<file path="src/rtl/uart_pkg.sv">
// Shared types and helpers for the parametrised UART receiver.
package uart_pkg;

    // Parity mode encoding matches the integer PARITY generic (0/1/2).
    typedef enum logic [1:0] {
        PAR_NONE = 2'd0,
        PAR_ODD  = 2'd1,
        PAR_EVEN = 2'd2
    } parity_t;

    typedef enum logic [2:0] {
        S_IDLE,
        S_START,
        S_DATA,
        S_PARITY,
        S_STOP
    } rx_state_t;

    // Samples within one bit period that feed the majority vote.
    localparam logic [3:0] SAMPLE_A = 4'd7;
    localparam logic [3:0] SAMPLE_B = 4'd8;
    localparam logic [3:0] SAMPLE_C = 4'd9;

    // Clocks per 16x oversample tick, rounded to nearest.
    function automatic int osr_div(input int clk_mhz, input int bit_rate);
        longint num;
        longint den;
        num = longint'(clk_mhz) * 64'sd1000000;
        den = longint'(bit_rate) * 64'sd16;
        return int'((num + den / 2) / den);
    endfunction

    function automatic logic majority3(input logic a, input logic b, input logic c);
        return (a & b) | (a & c) | (b & c);
    endfunction

endpackage

</file>
<file path="src/rtl/sync_fifo.sv">
// Single-clock FIFO with registered pointers; the head word reads as zero
// while empty so the stream outputs have a defined value out of reset.
module sync_fifo #(
    parameter int WIDTH = 10,
    parameter int DEPTH = 4
) (
    input  logic             clk,
    input  logic             reset,
    input  logic             push,
    input  logic [WIDTH-1:0] push_data,
    input  logic             pop,
    output logic [WIDTH-1:0] pop_data,
    output logic             full,
    output logic             empty
);

    localparam int AW = $clog2(DEPTH);
    localparam logic [AW:0] PTR_ONE = {{AW{1'b0}}, 1'b1};

    logic [AW:0]      wr_ptr_q, wr_ptr_d;
    logic [AW:0]      rd_ptr_q, rd_ptr_d;
    logic [WIDTH-1:0] mem_q [DEPTH];
    logic             do_push;
    logic             do_pop;

    // Status flags, accepted push/pop and next pointer values.
    always_comb begin
        // NOTE: every output of an always_comb gets a default first so no path leaves it unassigned and infers a latch.
        wr_ptr_d = wr_ptr_q;
        rd_ptr_d = rd_ptr_q;
        empty    = (wr_ptr_q == rd_ptr_q);
        full     = (wr_ptr_q[AW] != rd_ptr_q[AW]) &&
                   (wr_ptr_q[AW-1:0] == rd_ptr_q[AW-1:0]);
        do_pop   = pop && !empty;
        // A pop in the same cycle frees the slot, so a full FIFO still accepts.
        do_push  = push && (!full || do_pop);
        if (do_push) wr_ptr_d = wr_ptr_q + PTR_ONE;
        if (do_pop)  rd_ptr_d = rd_ptr_q + PTR_ONE;
        pop_data = empty ? '0 : mem_q[rd_ptr_q[AW-1:0]];
    end

    // Pointer registers.
    always_ff @(posedge clk) begin
        // NOTE: sequential state uses non-blocking assignments so every flop samples pre-edge values.
        if (reset) begin
            wr_ptr_q <= '0;
            rd_ptr_q <= '0;
        end else begin
            wr_ptr_q <= wr_ptr_d;
            rd_ptr_q <= rd_ptr_d;
        end
    end

    // Storage array written on accepted pushes.
    always_ff @(posedge clk) begin
        // NOTE: the array is deliberately not reset; empty-gating of pop_data hides stale contents.
        if (do_push) mem_q[wr_ptr_q[AW-1:0]] <= push_data;
    end

endmodule

</file>
<file path="src/rtl/uart_rx_param.sv">
// UART receiver: 2-flop synchronizer, 16x oversampling with 3-sample
// majority vote, optional parity, 1 or 2 stop bits, output FIFO.
module uart_rx_param
    import uart_pkg::*;
#(
    parameter int CLK_FREQ   = 50,
    parameter int BIT_RATE   = 115200,
    parameter int DATA_BITS  = 8,
    parameter int PARITY     = 0,
    parameter int STOP_BITS  = 1,
    parameter int FIFO_DEPTH = 4
) (
    input  logic                 clk,
    input  logic                 reset,
    input  logic                 rx,
    output logic [DATA_BITS-1:0] m_data,
    output logic                 m_parity_err,
    output logic                 m_frame_err,
    output logic                 m_valid,
    input  logic                 m_ready,
    output logic                 overflow,
    output logic                 busy
);

    localparam int               OSR_DIV  = osr_div(CLK_FREQ, BIT_RATE);
    localparam int               DIV_W    = $clog2(OSR_DIV + 1);
    localparam logic [DIV_W-1:0] DIV_LAST = DIV_W'(OSR_DIV - 1);
    localparam logic [DIV_W-1:0] DIV_ONE  = {{(DIV_W-1){1'b0}}, 1'b1};
    localparam int               BIT_W    = $clog2(DATA_BITS);
    localparam logic [BIT_W-1:0] BIT_LAST = BIT_W'(DATA_BITS - 1);
    localparam logic [BIT_W-1:0] BIT_ONE  = {{(BIT_W-1){1'b0}}, 1'b1};
    localparam parity_t          PAR_MODE = parity_t'(PARITY);
    localparam int               WORD_W   = DATA_BITS + 2;

    logic                 rx_meta_q, rx_sync_q;
    rx_state_t            state_q, state_d;
    logic [DIV_W-1:0]     div_q, div_d;
    logic [3:0]           sample_q, sample_d;
    logic [BIT_W-1:0]     bit_q, bit_d;
    logic                 stop_cnt_q, stop_cnt_d;
    logic                 s7_q, s7_d;
    logic                 s8_q, s8_d;
    logic [DATA_BITS-1:0] shift_q, shift_d;
    logic                 parity_err_q, parity_err_d;
    logic                 frame_err_q, frame_err_d;
    logic                 armed_q, armed_d;
    logic                 busy_q, busy_d;
    logic                 overflow_q, overflow_d;

    logic                 tick;
    logic                 decide;
    logic                 bit_val;
    logic                 last_stop;
    logic                 push;
    logic [WORD_W-1:0]    push_word;
    logic                 pop;
    logic [WORD_W-1:0]    fifo_word;
    logic                 fifo_full;
    logic                 fifo_empty;

    // Two-flop synchronizer; idles high so reset cannot fake a start edge.
    always_ff @(posedge clk) begin
        if (reset) begin
            rx_meta_q <= 1'b1;
            rx_sync_q <= 1'b1;
        end else begin
            rx_meta_q <= rx;
            rx_sync_q <= rx_meta_q;
        end
    end

    // Next-state logic: oversample divider, sample counter, bit decisions.
    always_comb begin
        state_d      = state_q;
        div_d        = div_q;
        sample_d     = sample_q;
        bit_d        = bit_q;
        stop_cnt_d   = stop_cnt_q;
        s7_d         = s7_q;
        s8_d         = s8_q;
        shift_d      = shift_q;
        parity_err_d = parity_err_q;
        frame_err_d  = frame_err_q;
        armed_d      = armed_q;
        push         = 1'b0;
        push_word    = {shift_q, parity_err_q, frame_err_q};

        tick      = (state_q != S_IDLE) && (div_q == DIV_LAST);
        decide    = tick && (sample_q == SAMPLE_C);
        bit_val   = majority3(s7_q, s8_q, rx_sync_q);
        last_stop = (STOP_BITS == 1) || stop_cnt_q;

        if (state_q != S_IDLE) begin
            div_d = tick ? '0 : div_q + DIV_ONE;
            if (tick) begin
                sample_d = sample_q + 4'd1;
                if (sample_q == SAMPLE_A) s7_d = rx_sync_q;
                if (sample_q == SAMPLE_B) s8_d = rx_sync_q;
            end
        end

        case (state_q)
            S_IDLE: begin
                // Re-arm only once the line has been seen high after a frame.
                armed_d      = armed_q | rx_sync_q;
                div_d        = '0;
                sample_d     = '0;
                bit_d        = '0;
                stop_cnt_d   = 1'b0;
                parity_err_d = 1'b0;
                frame_err_d  = 1'b0;
                if (armed_q && !rx_sync_q) begin
                    state_d = S_START;
                    armed_d = 1'b0;
                end
            end
            S_START: begin
                if (decide) state_d = bit_val ? S_IDLE : S_DATA;
            end
            S_DATA: begin
                if (decide) begin
                    shift_d = {bit_val, shift_q[DATA_BITS-1:1]};
                    if (bit_q == BIT_LAST) begin
                        state_d = (PAR_MODE == PAR_NONE) ? S_STOP : S_PARITY;
                    end else begin
                        bit_d = bit_q + BIT_ONE;
                    end
                end
            end
            S_PARITY: begin
                if (decide) begin
                    parity_err_d = bit_val ^ (^shift_q) ^ (PAR_MODE == PAR_ODD);
                    state_d      = S_STOP;
                end
            end
            S_STOP: begin
                if (decide) begin
                    frame_err_d = frame_err_q | ~bit_val;
                    if (last_stop) begin
                        push      = 1'b1;
                        push_word = {shift_q, parity_err_q, frame_err_d};
                        state_d   = S_IDLE;
                        armed_d   = 1'b0;
                    end else begin
                        stop_cnt_d = 1'b1;
                    end
                end
            end
            default: state_d = S_IDLE;
        endcase

        busy_d     = (state_d != S_IDLE);
        overflow_d = push && fifo_full && !pop;
    end

    // Receiver state and registered status outputs.
    always_ff @(posedge clk) begin
        if (reset) begin
            state_q      <= S_IDLE;
            div_q        <= '0;
            sample_q     <= '0;
            bit_q        <= '0;
            stop_cnt_q   <= 1'b0;
            s7_q         <= 1'b1;
            s8_q         <= 1'b1;
            shift_q      <= '0;
            parity_err_q <= 1'b0;
            frame_err_q  <= 1'b0;
            armed_q      <= 1'b1;
            busy_q       <= 1'b0;
            overflow_q   <= 1'b0;
        end else begin
            state_q      <= state_d;
            div_q        <= div_d;
            sample_q     <= sample_d;
            bit_q        <= bit_d;
            stop_cnt_q   <= stop_cnt_d;
            s7_q         <= s7_d;
            s8_q         <= s8_d;
            shift_q      <= shift_d;
            parity_err_q <= parity_err_d;
            frame_err_q  <= frame_err_d;
            armed_q      <= armed_d;
            busy_q       <= busy_d;
            overflow_q   <= overflow_d;
        end
    end

    sync_fifo #(
        .WIDTH (WORD_W),
        .DEPTH (FIFO_DEPTH)
    ) u_fifo (
        .clk       (clk),
        .reset     (reset),
        .push      (push),
        .push_data (push_word),
        .pop       (pop),
        .pop_data  (fifo_word),
        .full      (fifo_full),
        .empty     (fifo_empty)
    );

    assign m_valid  = ~fifo_empty;
    assign pop      = m_valid & m_ready;
    assign {m_data, m_parity_err, m_frame_err} = fifo_word;
    assign overflow = overflow_q;
    assign busy     = busy_q;

endmodule

</file>
<file path="config.mk">
export PLATFORM = sky130hd
export DESIGN_NAME = uart_rx_param
export DESIGN_NICKNAME = d
export VERILOG_FILES = /design/src/rtl/uart_pkg.sv /design/src/rtl/sync_fifo.sv /design/src/rtl/uart_rx_param.sv
export SDC_FILE = /design/constraint.sdc
export NUM_CORES = 1
export LEC_CHECK = 0
export ABC_CLOCK_PERIOD_IN_PS = 4250
export BUFFER_PORTS_ARGS = -buffer_cell sky130_fd_sc_hd__buf_2
export CAP_MARGIN = 20
export CORE_ASPECT_RATIO = 1.25
export CORE_MARGIN = 1.5
export CORE_UTILIZATION = 40
export CTS_CLUSTER_DIAMETER = 120
export CTS_CLUSTER_SIZE = 24
export DETAILED_ROUTE_END_ITERATION = 8
export PLACE_DENSITY = 0.59
export SLEW_MARGIN = 20
export SYNTH_ARGS = -nofsm -noshare
export SYNTH_HDL_FRONTEND = slang
export SYNTH_SLANG_ARGS = --single-unit
</file>
<file path="constraint.sdc">
create_clock -name clk -period 4.25 [get_ports clk]
set_input_delay 0.2125 -clock clk [delete_from_list [all_inputs] [get_ports clk]]
set_output_delay 0.2125 -clock clk [all_outputs]
set_load 0.02 [all_outputs]
</file>
* After elaboration in Yosys (flattened, before gate mapping) *
Memory sizes are Yosys's and may differ from the RTL's. A register that Yosys moved wholly into a read port is not among the register bits.
Index checks and enable logic that the tools add are counted.

word-level totals
  register bits = 38
  bits in writable memories = 40
  input port bits = 4
  output and inout bits = 13
  logic and storage cells = 105
  memories = 1

cells by class
  add/sub/neg operators = 5
  equal/unequal tests = 16
  muxes and demuxes = 28
  bitwise logic cells = 11
  reductions and logical operators = 28

memories
  name          depth  width  rd ports  clocked after Yosys merged registers in  write ports  RTL line         RTL
  u_fifo.mem_q  4      10     1         1                                        1            sync_fifo.sv:22  logic [WIDTH-1:0] mem_q [DEPTH];

operators with widths
  cell                   number
  $mux W3                8
  $pmux W3 S5            1
  $mux W1                10
  $mux W10               1
  $add A3 B1 Y3 const B  3
  $reduce_and A3 Y1      3
  $eq A4 B4 Y1 const B   2
  $logic_and A1 B1 Y1    8
  $ne A2 B2 Y1 const B   4
  $reduce_and A2 Y1      4
  $reduce_xor A8 Y1      1
  $eq A3 B2 Y1 const B   2
  $eq A3 B3 Y1 const B   2
  $mux W2                3
  $pmux W1 S2            3
  $pmux W3 S2            1
  $reduce_bool A2 Y1     3
  $reduce_bool A3 Y1     2
  $add A5 B1 Y5 const B  1
  $eq A5 B5 Y1 const B   1
  $mux W5                1
  $add A4 B1 Y4 const B  1
  $and A1 B1 Y1          4
  $eq A4 B3 Y1 const B   1
  11 further kinds       18

* Depth between registers and ports, before layout *
Gate-level depths: netlist of run 1.

  word-level depth = 8
  depth in mapped cells = 7
  mapped depth without buffers = 6

* Modules after synthesis *
From an unflattened synthesis of run 1, not the netlist that was laid out.

unflattened totals
  cells, all modules = 284
  area, all modules = 3465.8 um^2

modules (own cells, without submodules)
  module         times used  cells each  area each (um^2)  sequential area each (um^2)
  sync_fifo      1           117         2004.4            1361.3
  uart_rx_param  1           167         1461.4            640.6

* Worst setup path before layout of run 1 *
OpenSTA, ideal clock, no wires.

  kind = register -> register
  start = register div_q[0]
  end = memory u_fifo.mem_q[3][0], enable pin
  setup time = 390 ps
  arrival = 1786 ps
  data required time = 3860 ps
  setup slack = 2074 ps
  cell stages (with the launch flop) = 7
  buffers on the path = 1
  period minus slack after synthesis = 2176 ps
  path through = dfxtp_1 inv_1 ha_1 and4b_1 buf_2 nand3_2 nor3_1

between the ends
  word-level cells in the longest chain between the ends = 8

RTL lines
  element                        RTL line              RTL
  start, declared                uart_rx_param.sv:37   logic [DIV_W-1:0] div_q, div_d;
  start signal, assigned         uart_rx_param.sv:174  div_q <= div_d;
  $eq A5 B5 Y1                   uart_rx_param.sv:88   tick = (state_q != S_IDLE) && (div_q == DIV_LAST);
  $logic_and A1 B1 Y1            uart_rx_param.sv:88
  $logic_and A1 B1 Y1            uart_rx_param.sv:89   decide = tick && (sample_q == SAMPLE_C);
  $mux W1                        uart_rx_param.sv:137  if (decide) begin
  $mux W1                        uart_rx_param.sv:102  case (state_q)
  $logic_and A1 B1 Y1            sync_fifo.sv:36       do_push = push && (!full || do_pop);
  $mux W1                        sync_fifo.sv:57       if (do_push) mem_q[wr_ptr_q[AW-1:0]] <= push_data;
  $mux W1 (implied by the code)  sync_fifo.sv:57
  end, declared                  sync_fifo.sv:22

No other way between the ends.

==> results of run 1 <==
[layout by cell type, fill, tap and decap left out, drive strengths merged, types with 2 or more instances in the layout]
cell | synthesis | routed
nand3 | 6 | 6
nand3b | 3 | 3
mux2i | 10 | 10
o21ai | 3 | 3
o31ai | 3 | 3
edfxtp | 40 | 40
xor2 | 10 | 10
ha | 12 | 12
buf | 4 | 18
nand2 | 11 | 11
nor4 | 3 | 3
mux4 | 10 | 10
inv | 9 | 12
nand4 | 5 | 5
or4 | 2 | 2
or2 | 2 | 2
and3 | 4 | 4
nor2 | 24 | 24
xnor2 | 8 | 8
nor3 | 10 | 10
clkbuf | 6 | 9
nand2b | 2 | 2
a21oi | 8 | 8
bufinv | 0 | 2
nor2b | 13 | 13
dfxtp | 40 | 40
[per-layer routing]
layer	vias to the layer above	wire length, µm	share of wire
met5	-	0	0
met4	0	81	0.014
met3	7	148	0.025
met2	28	2980	0.51
met1	965	2690	0.46
li1	1011	-	-
[state kept, by name (all words and copies together), names as in the netlist, 3 cells and up, named ones only]
| name | cells |
|---|---|
| u_fifo.mem_q | 40 |
| shift_q | 8 |
| div_q | 5 |
| sample_q | 4 |
| bit_q | 3 |
| state_q | 3 |
| u_fifo.rd_ptr_q | 3 |
| u_fifo.wr_ptr_q | 3 |
[worst min path at each step]
| stage | end | cells past startpoint | slack (ns) | from |
|---|---|---|---|---|
| 2_1_floorplan | rx_meta_q | 1 | 0.32 | rx |
| 3_5_place_dp | rx_sync_q | 1 | 0.40 | rx_meta_q |
| 3_3_place_gp | rx_sync_q | 1 | 0.39 | rx_meta_q |
| 5_1_grt | rx_meta_q | 2 | 0.02 | rx |
| 6_report | rx_meta_q | 2 | 0.03 | rx |
| 4_1_cts | rx_meta_q | 2 | 0.01 | rx |
[where the power goes]
group | total, mW | internal, mW | switching (mW)
logic | 0.0163 | 0.00492 | 0.0114
registers | 0.806 | 0.804 | 0.00278
clock network | 0.630 | 0.336 | 0.294
total | 1.45 | 1.15 | 0.308
[per-stage QoR]
step / worst slack (ns) / std cells / cell area (µm²) / hold WS (ns) / utilization
2_1_floorplan: 2.07 / 266 / 3420 / 0.316 / -
3_3_place_gp: 2.11 / 371 / 3590 / 0.393 / 0.434
3_5_place_dp: 2.05 / 371 / 3590 / 0.395 / 0.434
4_1_cts: 1.93 / 387 / 3820 / 0.0114 / 0.461
5_1_grt: 1.86 / 387 / 3820 / 0.0154 / 0.461
6_report: 2.00 / 387 / 3820 / 0.0304 / 0.461
[cells by family (layout without fill, tap and decap cells)]
family / after synthesis / in the layout
DFF: 80 / 80
and+or+nand+nor: 92 / 92
muxes: 20 / 20
buffers and inverters: 19 / 43
adders and majority gates: 13 / 13
AOI/OAI and AO/OA: 23 / 23
xor gates and xnor gates: 19 / 19
[worst max-delay path: cells and delay by family (launching register included)]
kind	cells	cell delay (ns)
buffers and inverters	1	0.16
multiplexers	1	0.60
flip-flops	1	0.78
AND/OR/NAND/NOR	1	0.15
[layout make-up]
cell class | instances | area [µm²]
Clock buffer | 9 | 124
Clock inverter | 7 | 100
Fill cell | 753 | 4470
Inverter | 9 | 33.8
Multi-Input combinational cell | 167 | 1340
Sequential cell | 80 | 2000
Tap cell | 97 | 121
Timing Repair Buffer | 18 | 95.1
==> flow_summary_export.csv, run 1 <==
group,metric,value,unit
clocking,root_buffer,"clkbuf_8",
run,maxCapViolations,0,
pwr,power_density,380,mW/mm²
worst_hold_path,hp-class,"in2reg",
timing,finClkSkew,0.00887,ns
worst_setup_path,crit_required,4.04,ns
pwr,vdd_ir_drop_max,0.000165,V
clocking,cts_hold_buf,0,
worst_setup_path,crit_path_start_kind,"flip-flop",
worst_setup_path,path_max_fanout,10,
grt,busiest_layer,"met2",
clocking,tritoncts,"yes",
logic_synthesis,avgSynthCellArea,12.9,µm²
logic_synthesis,synthAdderAreaFrac,0.0468,
worst_setup_path,r2r_end,"u_fifo.mem_q[1][6]",
clocking,cts_resized,0,
finish,fin_nets,301,
drt,avgRoutedWirePerCell,15.2,µm
logic_synthesis,seq_area_frac_synth,0.585,
pwr,leakage,1.40,nW
timing,relSlewSlack,0.529,
timing,drv_slew,0,
logic_synthesis,postSynthCellCount,266,
grt,grt_pass1_wl,10000,µm
logic_synthesis,synth_top_family_by_area,"simple AND/OR/NAND/NOR gates",
worst_setup_path,arrival,2.03,ns
pwr,finalPower,1.45,mW
worst_setup_path,crit_end,"m_frame_err",
clocking,cts_setup_buffers,0,
place,place.gp.congestion,0.739,
logic_synthesis,synth_common_cells,"dfxtp_1, edfxtp_1, nor2_1",
logic_synthesis,syn-num-nets,282,
grt,grt_use_met3,0.0443,
grt,overflow,0,
drt,first_pass_iters,4,
place,io_buffers,16,
logic_synthesis,syn_area,0.00342,mm²
logic_synthesis,synth_edf_count,40,
finish,diodes,0,
grt,grt_max_degree,31,
finish,drive_gt1_frac,0.179,
worst_setup_path,crit_path_end_kind,"primary output",
logic_synthesis,synthTopCellsByArea,"edfxtp_1, dfxtp_1, mux4_2",
timing,setup_tns,0,ns
place,hpwl,3970,µm
logic_synthesis,synth_top_area_share,0.351,
timing,fmax,445,MHz
floorplanning,dieHeight,106,µm
worst_setup_path,worstReg2RegStart,"div_q[0]",
floorplanning,io_pins,17,
grt,gr-usage-all-layers,0.147,
clocking,clock_path_buffers,2,
timing,rsz0062_at_grt,"no",
timing,setup_viol,0,
floorplanning,core_area,0.00829,mm²
logic_synthesis,ys_seq_elements,80,
timing,post-route-period-util,0.529,
floorplanning,die_x,85.7,µm
logic_synthesis,synth_xor_area_frac,0.0526,
clocking,clk_latency,0.36,ns
clocking,numCtsBuffers,9,
clocking,cts.sinks,80,
logic_synthesis,ys_async_sr_fraction,0,
grt,grtUsageMet1,0.174,
logic_synthesis,muxShareOfSynthArea,0.0950,
floorplanning,start_util,0.413,
drt,ant_nets,0,
grt,met2_usage,0.245,
worst_setup_path,cpPeakStageDelay,0.78,ns
clocking,clk_pin_slew,0.09,ns
drt,vias_per_cell,5.20,
drt,routed-via-count,2011,
worst_setup_path,slowest_stage,"dfxtp_1",
timing,hold_viol,0,
logic_synthesis,synth_area_leader_cell,"edfxtp_1",
worst_setup_path,r2r_setup_slack,2.07,ns
outcome,run_status,"complete, no violations",
floorplanning,rows,37,
grt,antenna_found_initial,0,
drt,drt_iter0_drc,75,
drt,drt-total-wl,5900,µm
finish,area_growth,11.5,%
logic_synthesis,synthSimpleGateAreaFrac,0.153,
logic_synthesis,yosys_warnings,0,
worst_setup_path,r2r_cells,5,
logic_synthesis,synth.distinct_cells,47,
clocking,htree_levels,3,
grt,grt_pass1_vias,2041,
timing,period_needed,2.25,ns
floorplanning,dieArea,0.00913,mm²
logic_synthesis,synth-compound-area-share,0.0450,
logic_synthesis,ys.flop_type,"edfxtp_1",
timing,worstMarginPinSlew,0.706,ns
worst_setup_path,path_cells,"mux4_2 -> nor2b_1 -> buf_2",
worst_setup_path,worstSetupPathType,"reg2out",
drt,drc,0,
(Power assumes the default switching activity.)
==> run 2, diff against run 1 <==
--- a/config.mk
+++ b/config.mk
@@ -5,7 +5,7 @@
 export SDC_FILE = /design/constraint.sdc
 export NUM_CORES = 1
 export LEC_CHECK = 0
-export ABC_CLOCK_PERIOD_IN_PS = 4250
+export ABC_CLOCK_PERIOD_IN_PS = 1910
 export BUFFER_PORTS_ARGS = -buffer_cell sky130_fd_sc_hd__buf_2
 export CAP_MARGIN = 20
 export CORE_ASPECT_RATIO = 1.25
@@ -14,7 +14,7 @@
 export CTS_CLUSTER_DIAMETER = 120
 export CTS_CLUSTER_SIZE = 24
 export DETAILED_ROUTE_END_ITERATION = 8
-export PLACE_DENSITY = 0.59
+export PLACE_DENSITY = 0.61
 export SLEW_MARGIN = 20
 export SYNTH_ARGS = -nofsm -noshare
 export SYNTH_HDL_FRONTEND = slang
==> constraint.sdc (replaced) <==
create_clock -name clk -period 1.91 [get_ports clk]
set_input_delay 0.0955 -clock clk [delete_from_list [all_inputs] [get_ports clk]]
set_output_delay 0.0955 -clock clk [all_outputs]
set_load 0.02 [all_outputs]
==> flow_summary_export.csv, run 2 (synthesis gave the netlist of run 1 again) <==
group,metric,value,unit
grt,gr-usage-all-layers,0.140,
worst_hold_path,hp-class,"in2reg",
worst_setup_path,arrival,1.71,ns
finish,diodes,0,
worst_setup_path,path_max_fanout,10,
drt,first_pass_iters,5,
worst_setup_path,crit_required,1.81,ns
timing,setup_viol,0,
run,maxCapViolations,0,
finish,drive_gt1_frac,0.219,
finish,layout_common_cells,"dfxtp_1, edfxtp_1, nor2_1, buf_2, nor2b_1",
finish,largest_reg_flops,40,
floorplanning,core_area,0.00829,mm²
clocking,tritoncts,"yes",
place,place.gp.congestion,0.733,
clocking,clk_latency,0.34,ns
timing,setup_tns,0,ns
timing,relSlewSlack,0.529,
clocking,numCtsBuffers,9,
timing,fmax,553,MHz
place,io_buffers,16,
floorplanning,dieHeight,106,µm
pwr,vdd_ir_drop_max,0.000380,V
grt,grt_pass1_wl,9670,µm
pwr,power_density,738,mW/mm²
grt,grt_pass1_vias,2056,
finish,fin_nets,313,
floorplanning,io_pins,17,
drt,vias_per_cell,5.20,
floorplanning,dieArea,0.00913,mm²
timing,period_needed,1.81,ns
drt,routed-via-count,2073,
grt,grt_max_degree,31,
worst_setup_path,worstSetupPathType,"reg2out",
clocking,cts.sinks,80,
timing,finClkSkew,0.00590,ns
clocking,root_buffer,"clkbuf_8",
drt,avgRoutedWirePerCell,14.7,µm
grt,overflow,0,
finish,area_growth,14.4,%
clocking,cts_setup_buffers,0,
pwr,leakage,1.44,nW
timing,rsz0062_at_grt,"no",
timing,hold_viol,0,
clocking,clk_pin_slew,0.08,ns
place,hpwl,4210,µm
drt,drt_iter0_drc,97,
timing,worstMarginPinSlew,0.700,ns
floorplanning,die_x,85.7,µm
finish,postLayoutCoreUtil,0.473,
drt,drt-total-wl,5880,µm
floorplanning,start_util,0.413,
grt,antenna_found_initial,0,
outcome,run_status,"complete, no violations",
worst_setup_path,crit_path_end_kind,"primary output",
worst_setup_path,crit_path_start_kind,"flip-flop",
floorplanning,rows,37,
timing,post-route-period-util,0.947,
drt,drc,0,
clocking,htree_levels,3,
clocking,clock_path_buffers,2,
drt,ant_nets,0,
timing,drv_slew,0,
## run 2: cell types whose count changed in the layout (fill, tap and decap cells not counted), sizes merged
cell,change
buf,+11
inv,-3
bufinv,-2
clkbuf,+2
clkinv,+2
clkinvlp,+1
dlygate4sd3,+1
## run 2: what timing repair did
action,in CTS,in global routing
setup endpoints to repair,0,15
hold endpoints to repair,1,0
gates resized for setup,0,4
hold buffers,1,0
## run 2: where the power goes
group | switching, mW | internal [mW] | total [mW]
Clock | 0.588 | 0.470 | 1.06
Combinational | 0.0261 | 0.0137 | 0.0398
Sequential | 0.00610 | 1.79 | 1.79
Total | 0.620 | 2.27 | 2.89
## run 2: worst paths after layout
check	depth (start not counted)	startpoint	to	slack, ns
worst max-delay path	4	flip-flop	m_data[7]	0.10
worst min-delay path	4	m_ready	u_fifo.rd_ptr_q[2]	0.20
worst max register to register	4	u_fifo.wr_ptr_q[1]	u_fifo.mem_q[1][0]	0.13
worst min register to register	1	rx_meta_q	rx_sync_q	0.42
## run 2: worst max-delay path, stage by stage, from the launching register on
cell	delay, ns
dfxtp_1	0.31
buf_4	0.22
mux4_2	0.53
nor2b_1	0.14
buf_2	0.15
## run 2: metrics by stage
step,total power [mW],hold WS (ns),worst slack (ns),std cells,area (µm²)
2_1_floorplan,1.86,0.199,0.0343,266,3430
3_3_place_gp,1.87,0.281,0.167,382,3720
3_5_place_dp,1.87,0.287,0.144,382,3720
4_1_cts,2.91,0.196,0.0697,399,3890
5_1_grt,3.00,0.220,0.0204,399,3920
6_report,2.89,0.199,0.102,399,3920
## run 2: final cells by class
class / count / area [µm²]
timing repair buffer: 30 / 225
inverter: 9 / 33.8
tap: 97 / 121
clock buffer: 11 / 131
sequential: 80 / 2000
clock inverter: 5 / 33.8
multi-input combinational: 167 / 1370
fill: 726 / 4370
## run 2: layer usage
metal,vias up,wire (µm),part of all wire,GRT usage
met3,11,128,0.022,0.0280
met1,1009,2520,0.43,0.158
met5,-,0,0,0
met4,0,135,0.023,0.0726
li1,1027,-,-,-
met2,26,3100,0.53,0.245
==> run 3, diff against run 2 <==
--- a/config.mk
+++ b/config.mk
@@ -5,16 +5,16 @@
 export SDC_FILE = /design/constraint.sdc
 export NUM_CORES = 1
 export LEC_CHECK = 0
-export ABC_CLOCK_PERIOD_IN_PS = 1910
+export ABC_CLOCK_PERIOD_IN_PS = 1750
 export BUFFER_PORTS_ARGS = -buffer_cell sky130_fd_sc_hd__buf_2
 export CAP_MARGIN = 20
-export CORE_ASPECT_RATIO = 1.25
+export CORE_ASPECT_RATIO = 1.2
 export CORE_MARGIN = 1.5
 export CORE_UTILIZATION = 40
 export CTS_CLUSTER_DIAMETER = 120
 export CTS_CLUSTER_SIZE = 24
 export DETAILED_ROUTE_END_ITERATION = 8
-export PLACE_DENSITY = 0.61
+export PLACE_DENSITY = 0.59
 export SLEW_MARGIN = 20
 export SYNTH_ARGS = -nofsm -noshare
 export SYNTH_HDL_FRONTEND = slang
==> constraint.sdc (replaced) <==
create_clock -name clk -period 1.75 [get_ports clk]
set_input_delay 0.0875 -clock clk [delete_from_list [all_inputs] [get_ports clk]]
set_output_delay 0.0875 -clock clk [all_outputs]
set_load 0.02 [all_outputs]
==> flow_summary_export.csv, run 3 (synthesis gave the netlist of run 1 again) <==
group,metric,value,unit
timing,whs,0.176,ns
clocking,root_buffer,"clkbuf_8",
drt,vias_per_cell,4.98,
worst_setup_path,crit_path_end_kind,"primary output",
clocking,tritoncts,"yes",
finish,finish.instance_area,0.00429,mm²
place,dp.cells,414,
clocking,numCtsBuffers,9,
grt,antenna_found_initial,0,
place,io_buffers,16,
pwr,vdd_ir_drop_max,0.000332,V
timing,setup_viol,3,
worst_setup_path,path_max_fanout,5,
worst_setup_path,r2r_cells,7,
place,hpwl,4510,µm
timing,rsz0062_at_grt,"yes",
place,place.gp.congestion,0.757,
floorplanning,io_pins,17,
timing,fin_ws,-0.0130,ns
drt,routed-via-count,2160,
timing,period_needed,1.76,ns
worst_setup_path,crit_required,1.66,ns
clocking,htree_levels,3,
run,maxCapViolations,0,
timing,worstMarginPinSlew,0.561,ns
place,placed_cell_area,0.00386,mm²
worst_hold_path,hp-class,"in2reg",
finish,final_common_cell,"edfxtp_1",
timing,post-route-period-util,1.01,
finish,postLayoutCoreUtil,0.523,
pwr,leakage,1.60,nW
floorplanning,start_util,0.418,
worst_setup_path,arrival,1.68,ns
place,placement.setup.worst_slack,-0.0203,ns
clocking,clock_path_buffers,2,
pwr,finalPower,3.57,mW
floorplanning,core_area,0.00820,mm²
drt,ant_nets,0,
grt,grt_max_degree,31,
finish,fin_cells,434,
finish,layout_common_cells,"edfxtp_1, dfxtp_1, buf_4, nor2_1, ha_1",
worst_setup_path,worstSetupPathType,"reg2out",
drt,drt_iter0_drc,74,
floorplanning,rows,36,
finish,drive_gt1_frac,0.325,
floorplanning,dieHeight,104,µm
grt,grt_pass1_vias,2133,
worst_setup_path,crit_path_start_kind,"flip-flop",
clocking,cts.sinks,80,
timing,relSlewSlack,0.626,
drt,drc,0,
finish,fin_nets,331,
floorplanning,dieArea,0.00912,mm²
finish,diodes,0,
timing,hold_viol,0,
drt,drt-total-wl,6790,µm
grt,grt_pass1_wl,10500,µm
outcome,run_status,"complete, but fails checks",
floorplanning,die_x,87.5,µm
clocking,clk_latency,0.36,ns
clocking,clk_pin_slew,0.08,ns
grt,overflow,0,
drt,first_pass_iters,4,
worst_hold_path,min_path_cells,4,
finish,area_growth,25.2,%
timing,setup_tns,-0.0171,ns
outcome,violations,"setup timing",
drt,avgRoutedWirePerCell,15.6,µm
pwr,power_density,832,mW/mm²
finish,largest_reg_flops,40,
timing,finClkSkew,0.0139,ns
timing,fmax,567,MHz
timing,drv_slew,0,
grt,gr-usage-all-layers,0.151,
==> run 3: cell types whose count changed in the layout (fill, tap and decap cells not counted), moves of 3 or more <==
cell / before / now
buf_6: 0 / 7
buf_4: 10 / 25
nor2b_4: 0 / 3
and3_4: 0 / 3
dfxtp_2: 0 / 4
and3_1: 3 / 0
inv_6: 0 / 4
dfxtp_1: 40 / 35
nor2b_1: 13 / 10
buf_2: 16 / 10
==> run 3: worst paths after layout <==
path | from | endpoint | slack, ns
max | flip-flop | m_frame_err | -0.01
min | m_ready | u_fifo.rd_ptr_q[2] | 0.18
max reg2reg | div_q[0] | busy | 0.08
min reg2reg | rx_meta_q | rx_sync_q | 0.42
==> run 3: what timing repair did <==
item,in CTS,in global routing
pin swaps,0,1
endpoints found under the setup margin,20,42
resized for setup,2,41
buffers inserted,0,1
hold buffers,1,0
cloned,0,3
hold endpoints to repair,1,0
==> run 3: layout make-up <==
cell class / instances / area (µm²)
fill: 748 / 3910
sequential: 80 / 2010
multi-input combinational: 168 / 1460
timing repair buffer: 47 / 412
tap: 114 / 143
clock buffer: 9 / 124
clock inverter: 7 / 106
inverter: 9 / 33.8
==> run 3: worst max-delay path: stages, from the launching register on <==
cell,delay (ns)
dfxtp_4,0.39
buf_12,0.13
mux4_2,0.50
nor2b_1,0.15
buf_2,0.15
==> run 3: report_power, final <==
part	internal, mW	switching, mW	total (mW)
registers	1.95	0.00556	1.96
clock network	0.833	0.730	1.56
logic	0.0181	0.0303	0.0484
total	2.80	0.765	3.57
==> run 3: per-layer routing <==
layer	routed length, µm	up-vias	global-route usage
li1	-	1067	-
met1	2960	1054	0.188
met2	3540	28	0.247
met3	148	11	0.0270
met4	136	0	0.0737
met5	0	-	0
